$ cat src/rtl/junction_controller.sv
// Two-road junction sequencer with pedestrian walk phase.
// Road A and road B alternate through red+amber, green and amber, with an
// all-red clearance between every change of right-of-way. A latched
// pedestrian request turns a clearance window into a walk phase before the
// next road is released. Aspects are a Moore decode of the state register.
module junction_controller #(
  parameter int T_RED_AMBER = 2,
  parameter int T_GREEN     = 8,
  parameter int T_AMBER     = 3,
  parameter int T_CLEAR     = 2,
  parameter int T_WALK      = 6,
  parameter int CNT_W       = 8
) (
  input  logic       clk,
  input  logic       rst_n,
  input  logic       ped_req,
  output logic       a_red,
  output logic       a_amber,
  output logic       a_green,
  output logic       b_red,
  output logic       b_amber,
  output logic       b_green,
  output logic       walk,
  output logic       ped_wait,
  output logic [3:0] phase
);

  typedef enum logic [3:0] {
    RST_CLR = 4'd0,
    A_RA    = 4'd1,
    A_G     = 4'd2,
    A_AM    = 4'd3,
    CLR_AB  = 4'd4,
    B_RA    = 4'd5,
    B_G     = 4'd6,
    B_AM    = 4'd7,
    CLR_BA  = 4'd8,
    WALK    = 4'd9
  } state_t;

  state_t           state;
  state_t           state_nxt;
  logic [CNT_W-1:0] timer;
  logic             ped_pend;
  logic             next_is_b;
  logic             illegal;
  logic             advance;
  logic             pend_eff;
  logic             enter_walk;

  // Reload value for the phase timer on entry to a state (dwell minus one).
  function automatic logic [CNT_W-1:0] dwell(input state_t s);
    case (s)
      A_RA, B_RA: dwell = CNT_W'(T_RED_AMBER - 1);
      A_G,  B_G:  dwell = CNT_W'(T_GREEN - 1);
      A_AM, B_AM: dwell = CNT_W'(T_AMBER - 1);
      WALK:       dwell = CNT_W'(T_WALK - 1);
      default:    dwell = CNT_W'(T_CLEAR - 1);
    endcase
  endfunction

  // A request sampled on the final clearance edge still claims that window.
  assign pend_eff   = ped_pend | ped_req;
  assign advance    = illegal | (timer == '0);
  assign enter_walk = advance & (state_nxt == WALK);

  // Successor state; illegal codes fall back to the reset clearance at once.
  always_comb begin
    state_nxt = state;
    illegal   = 1'b0;
    case (state)
      RST_CLR: state_nxt = A_RA;
      A_RA:    state_nxt = A_G;
      A_G:     state_nxt = A_AM;
      A_AM:    state_nxt = CLR_AB;
      CLR_AB:  state_nxt = pend_eff ? WALK : B_RA;
      B_RA:    state_nxt = B_G;
      B_G:     state_nxt = B_AM;
      B_AM:    state_nxt = CLR_BA;
      CLR_BA:  state_nxt = pend_eff ? WALK : A_RA;
      WALK:    state_nxt = next_is_b ? B_RA : A_RA;
      default: begin
        state_nxt = RST_CLR;
        illegal   = 1'b1;
      end
    endcase
  end

  // State register and phase timer: count down, move on when it reads zero.
  always_ff @(posedge clk or negedge rst_n) begin
    if (!rst_n) begin
      state <= RST_CLR;
      timer <= CNT_W'(T_CLEAR - 1);
    end else if (advance) begin
      state <= state_nxt;
      timer <= dwell(state_nxt);
    end else begin
      timer <= timer - CNT_W'(1);
    end
  end

  // Pedestrian latch and the record of which road is owed the next green.
  always_ff @(posedge clk or negedge rst_n) begin
    if (!rst_n) begin
      ped_pend  <= 1'b0;
      next_is_b <= 1'b0;
    end else begin
      if (enter_walk)
        ped_pend <= 1'b0;
      else if (ped_req && state != WALK)
        ped_pend <= 1'b1;
      if (advance && state_nxt == CLR_AB)
        next_is_b <= 1'b1;
      else if (advance && state_nxt == CLR_BA)
        next_is_b <= 1'b0;
    end
  end

  // Aspect decode from the state register only; inactive road shows red.
  always_comb begin
    a_red   = 1'b1;
    a_amber = 1'b0;
    a_green = 1'b0;
    b_red   = 1'b1;
    b_amber = 1'b0;
    b_green = 1'b0;
    walk    = 1'b0;
    case (state)
      A_RA: a_amber = 1'b1;
      A_G:  begin a_red = 1'b0; a_green = 1'b1; end
      A_AM: begin a_red = 1'b0; a_amber = 1'b1; end
      B_RA: b_amber = 1'b1;
      B_G:  begin b_red = 1'b0; b_green = 1'b1; end
      B_AM: begin b_red = 1'b0; b_amber = 1'b1; end
      WALK: walk = 1'b1;
      default: ;
    endcase
  end

  assign ped_wait = ped_pend;
  assign phase    = state;

endmodule

$ cat config.mk
export PLATFORM = sky130hd
export DESIGN_NAME = junction_controller
export DESIGN_NICKNAME = d
export VERILOG_FILES = /design/src/rtl/junction_controller.sv
export SDC_FILE = /design/constraint.sdc
export NUM_CORES = 1
export LEC_CHECK = 0
export CAP_MARGIN = 20
export CORE_AREA = 2 2 44 46
export CTS_CLUSTER_DIAMETER = 40
export DETAILED_ROUTE_END_ITERATION = 7
export DIE_AREA = 0 0 46 48
export PLACE_DENSITY = 0.78
export SYNTH_ARGS = -nofsm -noshare
export SYNTH_HDL_FRONTEND = slang
export SYNTH_SLANG_ARGS = --single-unit
$ cat constraint.sdc
create_clock -name clk -period 2.3 [get_ports clk]
set_input_delay 0.46 -clock clk [delete_from_list [all_inputs] [get_ports clk]]
set_output_delay 0.46 -clock clk [all_outputs]
set_load 0.03 [all_outputs]
Yosys cells after proc, flatten, opt, wreduce, memory -nomap -nowiden
Cells that the tools add are included.
{ "totals": {"regBits": 14, "latch_bits": 0, "ramBits": 0, "romBits": 0, "inputBits": 3, "out_inout_bits": 12, "word_cells": 57, "memories": 0} }
{ "op_classes": {"addsub": 1, "mul": 0, "div": 0, "order_cmp": 0, "eq_ne": 17, "shift": 0, "muxes": 18, "n_bitwise": 3, "n_reduce_logical": 14} }
{ "op_table": {"columns": ["operator", "count"], "rows": [
  ["4-bit case mux with 10 select lines", 1],
  ["4-bit by 3-bit equality test with 1-bit output, second input constant", 7],
  ["4-bit by 2-bit equality test with 1-bit output, second input constant", 4],
  ["4-bit equality test, second input constant", 4],
  ["1-bit 2-to-1 mux", 12],
  ["2-bit OR reduction", 6],
  ["10-bit OR reduction", 1],
  ["3-bit case mux with 3 select lines", 1],
  ["8-bit logical NOT", 1],
  ["4-bit 2-to-1 mux", 2],
  ["8-bit 2-to-1 mux", 1],
  ["8-bit by 1-bit subtractor with 8-bit output, second input constant", 1],
  ["4-bit by 1-bit equality test with 1-bit output, second input constant", 1],
  ["4-bit logical NOT", 1],
  ["4-bit != test, second input constant", 1],
  ["2-bit nonzero test", 2],
  ["1-bit logical AND", 3],
  ["3-bit 2-to-1 mux", 1],
  ["1-bit bitwise OR", 2],
  ["1-bit bitwise AND", 1]
]} }

Longest topological paths before layout
Gate-level depths: netlist of the first run.
{ "depth": {"depth_word": 7, "mapped_depth": 6} }

Least setup slack after synthesis of the first run
OpenSTA, ideal clock, no wires.
{ "synth_path": {"kind": "register to output", "startpoint": "register state[3], in the netlist phase[3]", "endpoint": "output a_green", "arrival_ns": 1.656, "t_required_ns": 1.840, "slack_ns": 0.184, "stages_incl_launch_ff": 4, "cell_sequence": "dfrtp_1 clkdlybuf4s15_1 nand2b_1 nor3_1"} }
{ "synth_between": {"elab_chain_cells": 2} }
{ "synth_lines": {"columns": ["item", "line_no", "rtl"], "rows": [
  ["start: declaration", "41", "state_t state;"],
  ["start signal: assignment", "95", "state <= state_nxt;"],
  ["4-bit by 2-bit equality test with 1-bit output", "128", "case (state)"],
  ["1-bit 2-to-1 mux", "128", null],
  ["end: declaration", "19", "output logic a_green,"]
]} }
No other way between the ends.

Worst setup path after layout of the first run
{ "layout_path": {"startpoint": "register state[3], in the netlist phase[3]", "endpoint": "output a_red"} }
{ "layout_between": {"elab_chain_cells": 3, "word_cells_on_any_way": 4, "classes_between": "eq/ne (2); mux (1); reduce/logical (1)"} }
{ "layout_lines": {"columns": ["item", "line_no", "rtl"], "rows": [
  ["4-bit by 2-bit equality test with 1-bit output", "128", null],
  ["2-bit OR reduction (no line) (*)", null, null],
  ["1-bit 2-to-1 mux (*)", "128", null],
  ["end: declaration", "17", "output logic a_red,"]
]} }
Mark *: on every way between the ends. The rest lies on a longest branch, timed or not.

==> results of run 1 <==
## layer usage
metal | global-route usage (%) | up-vias | part of all wire, %
met5 | 0 | - | 0
met4 | 12.6 | 0 | 2.6
met3 | 4.91 | 7 | 3.0
met2 | 35.0 | 21 | 49
met1 | 25.3 | 394 | 45
li1 | - | 382 | -
## critical path: cells and delay by family, from the launching register on
| family | cells | cell delay, ps |
|---|---|---|
| flops | 1 | 440 |
| simple gates | 2 | 270 |
| buf+inv | 2 | 780 |
## cell families after synthesis
group / count (synthesis) / synth area share [%]
simple gates: 42 / 27.8
compound gates: 27 / 18.7
flops: 14 / 39.8
buf+inv: 9 / 5.67
xor+xnor: 3 / 2.98
mux: 2 / 2.27
fa+ha+maj: 2 / 2.83
## what timing repair did
action                                  CTS  global route
resized for setup                         3             2
endpoints found under the hold margin     0             0
pin swaps                                 0             0
endpoints found under the setup margin    4             2
## flip-flops by register name, indices dropped and copies added, names as in the netlist
signal / flops
next_is_b: 1
ped_wait: 1
timer: 8
phase: 4
## final cells by class
class	instances	area [sq um]
fillers	150	613
multi-input cells	76	484
flip-flops and latches	14	353
repair buffers	17	163
clock buffers	4	36.3
well taps	17	21.3
inverters	5	18.8
## final timing paths
kind                                 from   endpoint  slack [ps]  depth (start not counted)
worst max-delay path             phase[3]      a_red          70                          4
min in group asynchronous           rst_n   timer[2]         560                          1
worst min register to register  next_is_b  next_is_b         500                          1
worst max register to register   timer[1]   timer[1]         520                          6
worst min-delay path            next_is_b  next_is_b         500                          1
max in group asynchronous           rst_n   phase[1]        1290                          1
## synth_stat cells, types with 2 or more instances
| cell | instances |
|---|---|
| o31ai_1 | 3 |
| o21ai_0 | 4 |
| clkbuf_1 | 2 |
| a21oi_1 | 11 |
| nor3_1 | 2 |
| xor2_1 | 2 |
| nand3_1 | 5 |
| nand2b_1 | 4 |
| a31oi_1 | 2 |
| and2_1 | 2 |
| or3_1 | 2 |
| mux2i_1 | 2 |
| nor2b_1 | 5 |
| inv_1 | 5 |
| nor2_1 | 10 |
| dfrtp_1 | 13 |
| ha_1 | 2 |
| nand2_1 | 5 |
## power groups by stage
stage                     logic (W)  registers, W  clock network [W]
after floorplan            0.000539      0.000519                  0
after global placement     0.000785      0.000503                  0
after detailed placement   0.000805      0.000509                  0
after CTS                  0.000805      0.000507           0.000182
after global routing       0.000884      0.000526           0.000195
final                      0.000812      0.000511           0.000182
## stage by stage
stage               total power (W)  setup TNS [ps]  cells  setup WS (ps)
detailed placement          0.00131               0    129            226
CTS                         0.00149               0    133           17.8
global route                0.00161           -1.54    133          -1.54
floorplan                   0.00106               0     99            184
global placement            0.00129               0    129            256
finish                      0.00150               0    133           73.3
## cells in the final DEF, fill, tap and decap left out, drive strengths merged, types with 2 or more instances in the layout
cell           Yosys  final
dfrtp             13     13
a21oi             11     11
clkdlybuf4s50      0     11
nor2              10     10
nand2              6      6
inv                5      5
nand3              5      5
nor2b              5      5
o21ai              5      5
nand2b             4      4
clkbuf             3      4
o31ai              3      3
buf                0      3
and2               3      3
nor3               2      2
mux2i              2      2
xor2               2      2
or3                2      2
a31oi              2      2
ha                 2      2
dlygate4sd2        0      2
==> results.cfg, run 1 <==
[status]
run_status = finished clean

[synthesis]
synth_ff_type = dfrtp_1
ys_seq_area_share_pct = 39.8
syn_nets = 104
avgSynthCellArea_sq_um = 8.92
netlist_area_sq_um = 883
synthTopCellsByArea = dfrtp_1 (37%), a21oi_1 (6.2%), nor2_1 (4.2%)
yosys_warnings = 0
synth-seq-cells = 14
syn_inst = 99
yosysUniqueCellTypes = 36
synth_edf_count = 0
netlist.area_leader.share_pct = 36.8
yosysTopAreaCell = dfrtp_1
ys_async_sr_fraction_pct = 100

[finish]
final_area_sq_um = 1080
fin_nets = 122
antenna_cells = 0
drive_above_1_share_pct = 13.8
areaGrowthSynthToFinish_pct = 21.8
utilization_pct = 63.7

[sta]
slew_headroom_pct = 57.1
timing.final.crit_period_ps = 2230
fmax_mhz = 449
setup_violations = 0
worst_pin_slew_ps = 641
fin_worst_skew_ps = 8.18
drv_slew = 0
hold_viol = 0
timing.hold.ws_ps = 501
finalCritPeriodShare_pct = 96.8

[clocking]
cts_setup_buffers = 0
cts_max_level = 1
clk_path_buf_depth = 2
cts.sinks = 14
cts_tree = built
ctsHoldBuffers = 0
cts_root_buffer = clkbuf_4
clkTransAtPathRegs_ps = 90
cts_buffers = 3
clk_latency_ps = 290

[critical_path]
cpMaxStageDelayCell = clkdlybuf4s50_1
critical_path_required_ps = 1840
path_class = reg2out
cp_cell_sequence = buf_4 -> nor2b_1 -> nand2b_1 -> clkdlybuf4s50_1
worst_path_largest_cell_delay_ps = 590
crit_path_end_kind = output pin
startpoint_type = flip-flop
worstPathArrival_ps = 1770
worstPathMaxFanout = 9

[floorplanning]
dieArea_sq_um = 2210
initial_core_util_pct = 52.3
core-area_sq_um = 1690
die_h_um = 48
io_pins = 15
num_rows = 15
die_width_um = 46

[min_path]
min_path_type = reg2reg

[power_and_ir_drop]
vdd_drop_max_uv = 667
p_per_area_nw_per_um2 = 1400
power_leakage_nw = 0.503
clkPwrFrac_pct = 12.1
p_int_w = 0.000802
p_sw_w = 0.000703
seqPwrFrac_pct = 34.0
p_sw_share_pct = 46.7
combPwrFrac_pct = 54.0

[placement]
place_area_sq_um = 1040
dp_hpwl_um = 1440
port_buffers = 14
gp_congestion = 0.792

[drt]
dr.pass1.iters = 4
remaining_drc_errors = 0
vias = 804
wl_per_cell_um = 15.2
drt_iter0_drc = 22
ant_nets = 0
drt-total-wl_um = 2020
via_per_inst = 6.05

[global_routing]
overflow = 0
grt_pass1_vias = 747
grt_antenna_before_repair = 0
grt_pass1_wl_um = 3240
grtUsageTotal_pct = 21.3
grt_max_degree = 15

[job]
maxCapViolations = 0
Power figures use the tool's default switching activity.
==> run 2: changes to the inputs <==
--- a/config.mk
+++ b/config.mk
@@ -6,11 +6,13 @@
 export NUM_CORES = 1
 export LEC_CHECK = 0
 export CAP_MARGIN = 20
-export CORE_AREA = 2 2 44 46
+export CELL_PAD_IN_SITES_DETAIL_PLACEMENT = 0
+export CELL_PAD_IN_SITES_GLOBAL_PLACEMENT = 1
+export CORE_AREA = 2 2 50 52
 export CTS_CLUSTER_DIAMETER = 40
 export DETAILED_ROUTE_END_ITERATION = 7
-export DIE_AREA = 0 0 46 48
-export PLACE_DENSITY = 0.78
+export DIE_AREA = 0 0 52 54
+export PLACE_DENSITY_LB_ADDON = 0.1
 export SYNTH_ARGS = -nofsm -noshare
 export SYNTH_HDL_FRONTEND = slang
 export SYNTH_SLANG_ARGS = --single-unit
==> run 2 against run 1 <==
Effect of this change:
- first-iteration DRC count down 50%
- clock power down 18%
- combinational power up 0.5%
- sequential share of layout area down 0.93 points
- clock skew down 7.4 ps
- via count down 4.6%
- critical endpoint is now phase[2]
- global-route usage down 3.7 points
- hold slack better by 7.7 ps
- die area up 27%
- critical path type unchanged
- register-to-register slack worse by 70 ps
- non-clock buffer count up 2
- largest cell class unchanged
- core utilization down 16 points
==> results.cfg, run 2 (synthesis gave the netlist of run 1 again) <==
[status]
run_status = finished clean

[min_path]
worstHoldStart = next_is_b
min_path_type = reg2reg
min_delay_worst_endpoint = next_is_b
whs_path_depth = 1

[sta]
rsz0062_at_grt = false
fin_worst_skew_ps = 0.732
timing.final.crit_period_ps = 2140
hold_viol = 0
tns_ps = 0
worst_pin_slew_ps = 672
setup_violations = 0
fmax_mhz = 468
finalCritPeriodShare_pct = 92.9
slew_headroom_pct = 55.1
worst_slack_ps = 164
drv_slew = 0

[critical_path]
cpMaxStageDelayCell = clkdlybuf4s50_1
worstPathArrival_ps = 1680
critical_path_required_ps = 1840
cp_num_buf_inv = 2
path_delay_family = buffers and inverters
worstPathMaxFanout = 10
worst_path_largest_cell_delay_ps = 660
crit_path_end_kind = output pin
regToRegEndpoint = timer[1]
path_class = reg2out
rrSetupSlack_ps = 450
cp_cell_sequence = buf_4 -> clkdlybuf4s50_1
reg2reg_from = timer[1]
startpoint_type = flip-flop
r2r.worst_path.cells = 6

[floorplanning]
core-area_sq_um = 2320
die_width_um = 52
num_rows = 18
initial_core_util_pct = 38.1
dieArea_sq_um = 2810
io_pins = 15
die_h_um = 54

[placement]
dp_slack_ps = 302
gp_congestion = 0.753
place_area_sq_um = 1070
port_buffers = 14
dp_hpwl_um = 1530
dp_cells = 144

[drt]
wl_met2_um = 1070
wl_met3_um = 37
dr.pass1.iters = 2
highest_layer = met4
drt-total-wl_um = 2060
wl_met1_um = 915
via_per_inst = 5.18
drt_iter0_drc = 11
remaining_drc_errors = 0
wl_per_cell_um = 13.9
vias = 767
ant_nets = 0

[clocking]
cts_resized = 2
cts_max_level = 1
ctsHoldBuffers = 0
cts_setup_buffers = 0
clkTransAtPathRegs_ps = 90
cts_root_buffer = clkbuf_4
clk_path_buf_depth = 2
cts_buffers = 3
cts.sinks = 14
cts_tree = built
clk_latency_ps = 280

[finish]
final_common_cell = dfrtp_1
largest_reg_flops = 8
final_area_sq_um = 1100
fin_cells = 148
largest-register = timer
areaGrowthSynthToFinish_pct = 24.9
drive_above_1_share_pct = 12.7
mostFrequentLayoutCells = dfrtp_1 (13), a21oi_1 (11), nor2_1 (10)
utilization_pct = 47.6
fin_nets = 124
antenna_cells = 0

[global_routing]
grt_antenna_before_repair = 0
grt_pass1_vias = 736
grt_max_degree = 15
grt_pass1_wl_um = 3420
grtUsageTotal_pct = 17.6
overflow = 0

[job]
maxCapViolations = 0

[power_and_ir_drop]
vdd_drop_max_uv = 638
p_per_area_nw_per_um2 = 1330
power_leakage_nw = 0.540
-- run 2: layout make-up --
| type | count | area [sq um] |
|---|---|---|
| tap | 30 | 37.5 |
| sequential | 14 | 352 |
| timing repair buffer | 19 | 188 |
| fill | 239 | 1220 |
| multi-input combinational | 76 | 482 |
| inverter | 5 | 18.8 |
| clock buffer | 4 | 26.3 |
-- run 2: metal layers --
metal	up-vias	track usage [%]
met5	-	0
met4	0	9.21
met3	4	2.50
met2	7	30.8
met1	369	20.8
li1	387	-
-- run 2: worst max path at each step --
stage	endpoint	depth (start not counted)	slack (ps)	from
global route	phase[2]	2	90	phase[2]
finish	phase[2]	2	160	phase[2]
global placement	walk	4	280	phase[2]
CTS	a_amber	3	20	phase[0]
floorplan	a_green	3	180	phase[3]
detailed placement	walk	4	300	phase[2]
-- run 2: power by group --
part	switching (W)	internal, W	total [W]
Combinational	0.000455	0.000361	0.000816
Clock	0.0000818	0.0000673	0.000149
Sequential	0.000146	0.000357	0.000503
Total	0.000683	0.000785	0.00147
-- run 2: stage by stage --
stage               hold WS, ps  power [W]
floorplan                   164    0.00106
CTS                         521    0.00149
global placement            495    0.00134
detailed placement          501    0.00134
global route                541    0.00161
finish                      508    0.00147
==> run 3: changes to the inputs <==
--- a/config.mk
+++ b/config.mk
@@ -8,11 +8,12 @@
 export CAP_MARGIN = 20
 export CELL_PAD_IN_SITES_DETAIL_PLACEMENT = 0
 export CELL_PAD_IN_SITES_GLOBAL_PLACEMENT = 1
-export CORE_AREA = 2 2 50 52
+export CORE_AREA = 2 2 52 54
 export CTS_CLUSTER_DIAMETER = 40
 export DETAILED_ROUTE_END_ITERATION = 7
-export DIE_AREA = 0 0 52 54
+export DIE_AREA = 0 0 54 56
 export PLACE_DENSITY_LB_ADDON = 0.1
+export SLEW_MARGIN = 20
 export SYNTH_ARGS = -nofsm -noshare
 export SYNTH_HDL_FRONTEND = slang
 export SYNTH_SLANG_ARGS = --single-unit
==> constraint.sdc (replaced) <==
create_clock -name clk -period 2.2 [get_ports clk]
set_input_delay 0.44 -clock clk [delete_from_list [all_inputs] [get_ports clk]]
set_output_delay 0.44 -clock clk [all_outputs]
set_load 0.03 [all_outputs]
==> run 3 against run 2 <==
Effect of this change:
- critical path depth is the same
- sequential share of layout area grew 0.48 points
- highest routed layer unchanged
- non-clock buffer count shrank 1
- global-route usage shrank 1.6 points
- largest cell class unchanged
- wire length grew 0.39%
- final area shrank 1.5%
- critical path type unchanged
- cell count shrank 0.68%
- via count grew 4.0%
- combinational power grew 4.7%
==> results.cfg, run 3 (synthesis gave the netlist of run 1 again) <==
[global_routing]
grt_use_met2_pct = 26.0
overflow = 0
use_met3_pct = 5.11
grt_pass1_wl_um = 3530
grt_max_degree = 15
grtUsageTotal_pct = 16.0
grt_antenna_before_repair = 0
top_usage_layer = met2
use_met1_pct = 19.5
grt_pass1_vias = 760

[sta]
slew_headroom_pct = 54.9
fin_worst_skew_ps = 1.08
rsz0062_at_grt = false
finalCritPeriodShare_pct = 93.8
setup_violations = 0
timing.final.crit_period_ps = 2060
fmax_mhz = 484
hold_viol = 0
worst_pin_slew_ps = 674
drv_slew = 0
tns_ps = 0

[drt]
dr.pass1.iters = 4
ant_nets = 0
drt-total-wl_um = 2070
via_per_inst = 5.43
remaining_drc_errors = 0
vias = 798
wl_per_cell_um = 14.1
drt_iter0_drc = 22

[power_and_ir_drop]
p_sw_w = 0.000727
power_leakage_nw = 0.500
clkPwrFrac_pct = 12.5
p_sw_share_pct = 46.9
p_int_w = 0.000822
combPwrFrac_pct = 55.1
seqPwrFrac_pct = 32.4
p_per_area_nw_per_um2 = 1420
vdd_drop_max_uv = 667

[clocking]
ctsHoldBuffers = 0
cts_max_level = 1
cts.sinks = 14
cts_tree = built
clk_latency_ps = 290
cts_root_buffer = clkbuf_4
clk_path_buf_depth = 2
cts_buffers = 3
clkTransAtPathRegs_ps = 90
cts_setup_buffers = 0

[critical_path]
worstPathMaxFanout = 9
crit_path_end_kind = output pin
critical_path_required_ps = 1760
path_class = reg2out
worstPathArrival_ps = 1620
startpoint_type = flip-flop

[finish]
utilization_pct = 44.7
antenna_cells = 0
largest_reg_flops = 8
fin_nets = 123
drive_above_1_share_pct = 12.8
largest-register = timer
final_common_cell = dfrtp_1
areaGrowthSynthToFinish_pct = 23.1
mostFrequentLayoutCells = dfrtp_1 (13), a21oi_1 (11), nor2_1 (10)

[floorplanning]
io_pins = 15
core-area_sq_um = 2430
num_rows = 18
die_h_um = 56
dieArea_sq_um = 3020
die_width_um = 54
initial_core_util_pct = 36.3

[placement]
port_buffers = 14
gp_congestion = 0.783
dp_hpwl_um = 1540

[status]
run_status = finished clean

[job]
maxCapViolations = 0

[min_path]
min_path_type = reg2reg
[run 3: cell types whose count changed in the layout (fill, tap and decap cells not counted)]
| cell | delta |
|---|---|
| buf_4 | -1 |
| clkbuf_8 | +1 |
| dlygate4sd2_1 | +5 |
| dlymetal6s2s_1 | -5 |
| clkbuf_1 | -1 |
[run 3: routing by layer]
metal | vias to the layer above | routed length (um)
li1 | 388 | -
met1 | 390 | 882
met2 | 18 | 1080
met3 | 2 | 93
met4 | 0 | 18
met5 | - | 0
[run 3: area by class of cell]
| type | instances | area [sq um] |
|---|---|---|
| fillers | 254 | 1350 |
| multi-input cells | 76 | 482 |
| flip-flops and latches | 14 | 352 |
| repair buffers | 18 | 161 |
| well taps | 30 | 37.5 |
| clock buffers | 4 | 36.3 |
| inverters | 5 | 18.8 |
[run 3: repair_timing]
item	in CTS	in global routing
setup endpoints to repair	7	0
endpoints found under the hold margin	0	0
resized for setup	7	0
[run 3: power groups by stage]
stage | logic, W | clock network, W | registers, W
finish | 0.000854 | 0.000193 | 0.000502
global route | 0.000940 | 0.000214 | 0.000522
CTS | 0.000862 | 0.000199 | 0.000503
detailed placement | 0.000888 | 0 | 0.000508
global placement | 0.000880 | 0 | 0.000505
floorplan | 0.000564 | 0 | 0.000542
[run 3: worst max-delay path, cell delays in order (launching register included)]
cell	delay (ps)
dfrtp_1	450
buf_4	210
clkdlybuf4s50_1	680
[run 3: final timing paths]
| path | slack [ps] | from | endpoint | depth (start not counted) |
|---|---|---|---|---|
| worst max register to register | 360 | timer[1] | timer[1] | 6 |
| worst min-delay path | 520 | next_is_b | next_is_b | 1 |
| min in group asynchronous | 560 | rst_n | phase[1] | 1 |
| worst max-delay path | 140 | phase[1] | phase[1] | 2 |
| worst min register to register | 520 | next_is_b | next_is_b | 1 |
| max in group asynchronous | 1220 | rst_n | timer[4] | 1 |
[run 3: metrics by stage]
| step | setup WS [ps] | cells | instance area [sq um] | hold slack [ps] | power [W] |
|---|---|---|---|---|---|
| after floorplan | 104 | 99 | 883 | 144 | 0.00111 |
| after global placement | 219 | 143 | 1060 | 490 | 0.00139 |
| after detailed placement | 236 | 143 | 1060 | 496 | 0.00140 |
| after CTS | 132 | 147 | 1090 | 522 | 0.00156 |
| after global routing | 66.8 | 147 | 1090 | 532 | 0.00168 |
| final | 136 | 147 | 1090 | 516 | 0.00155 |
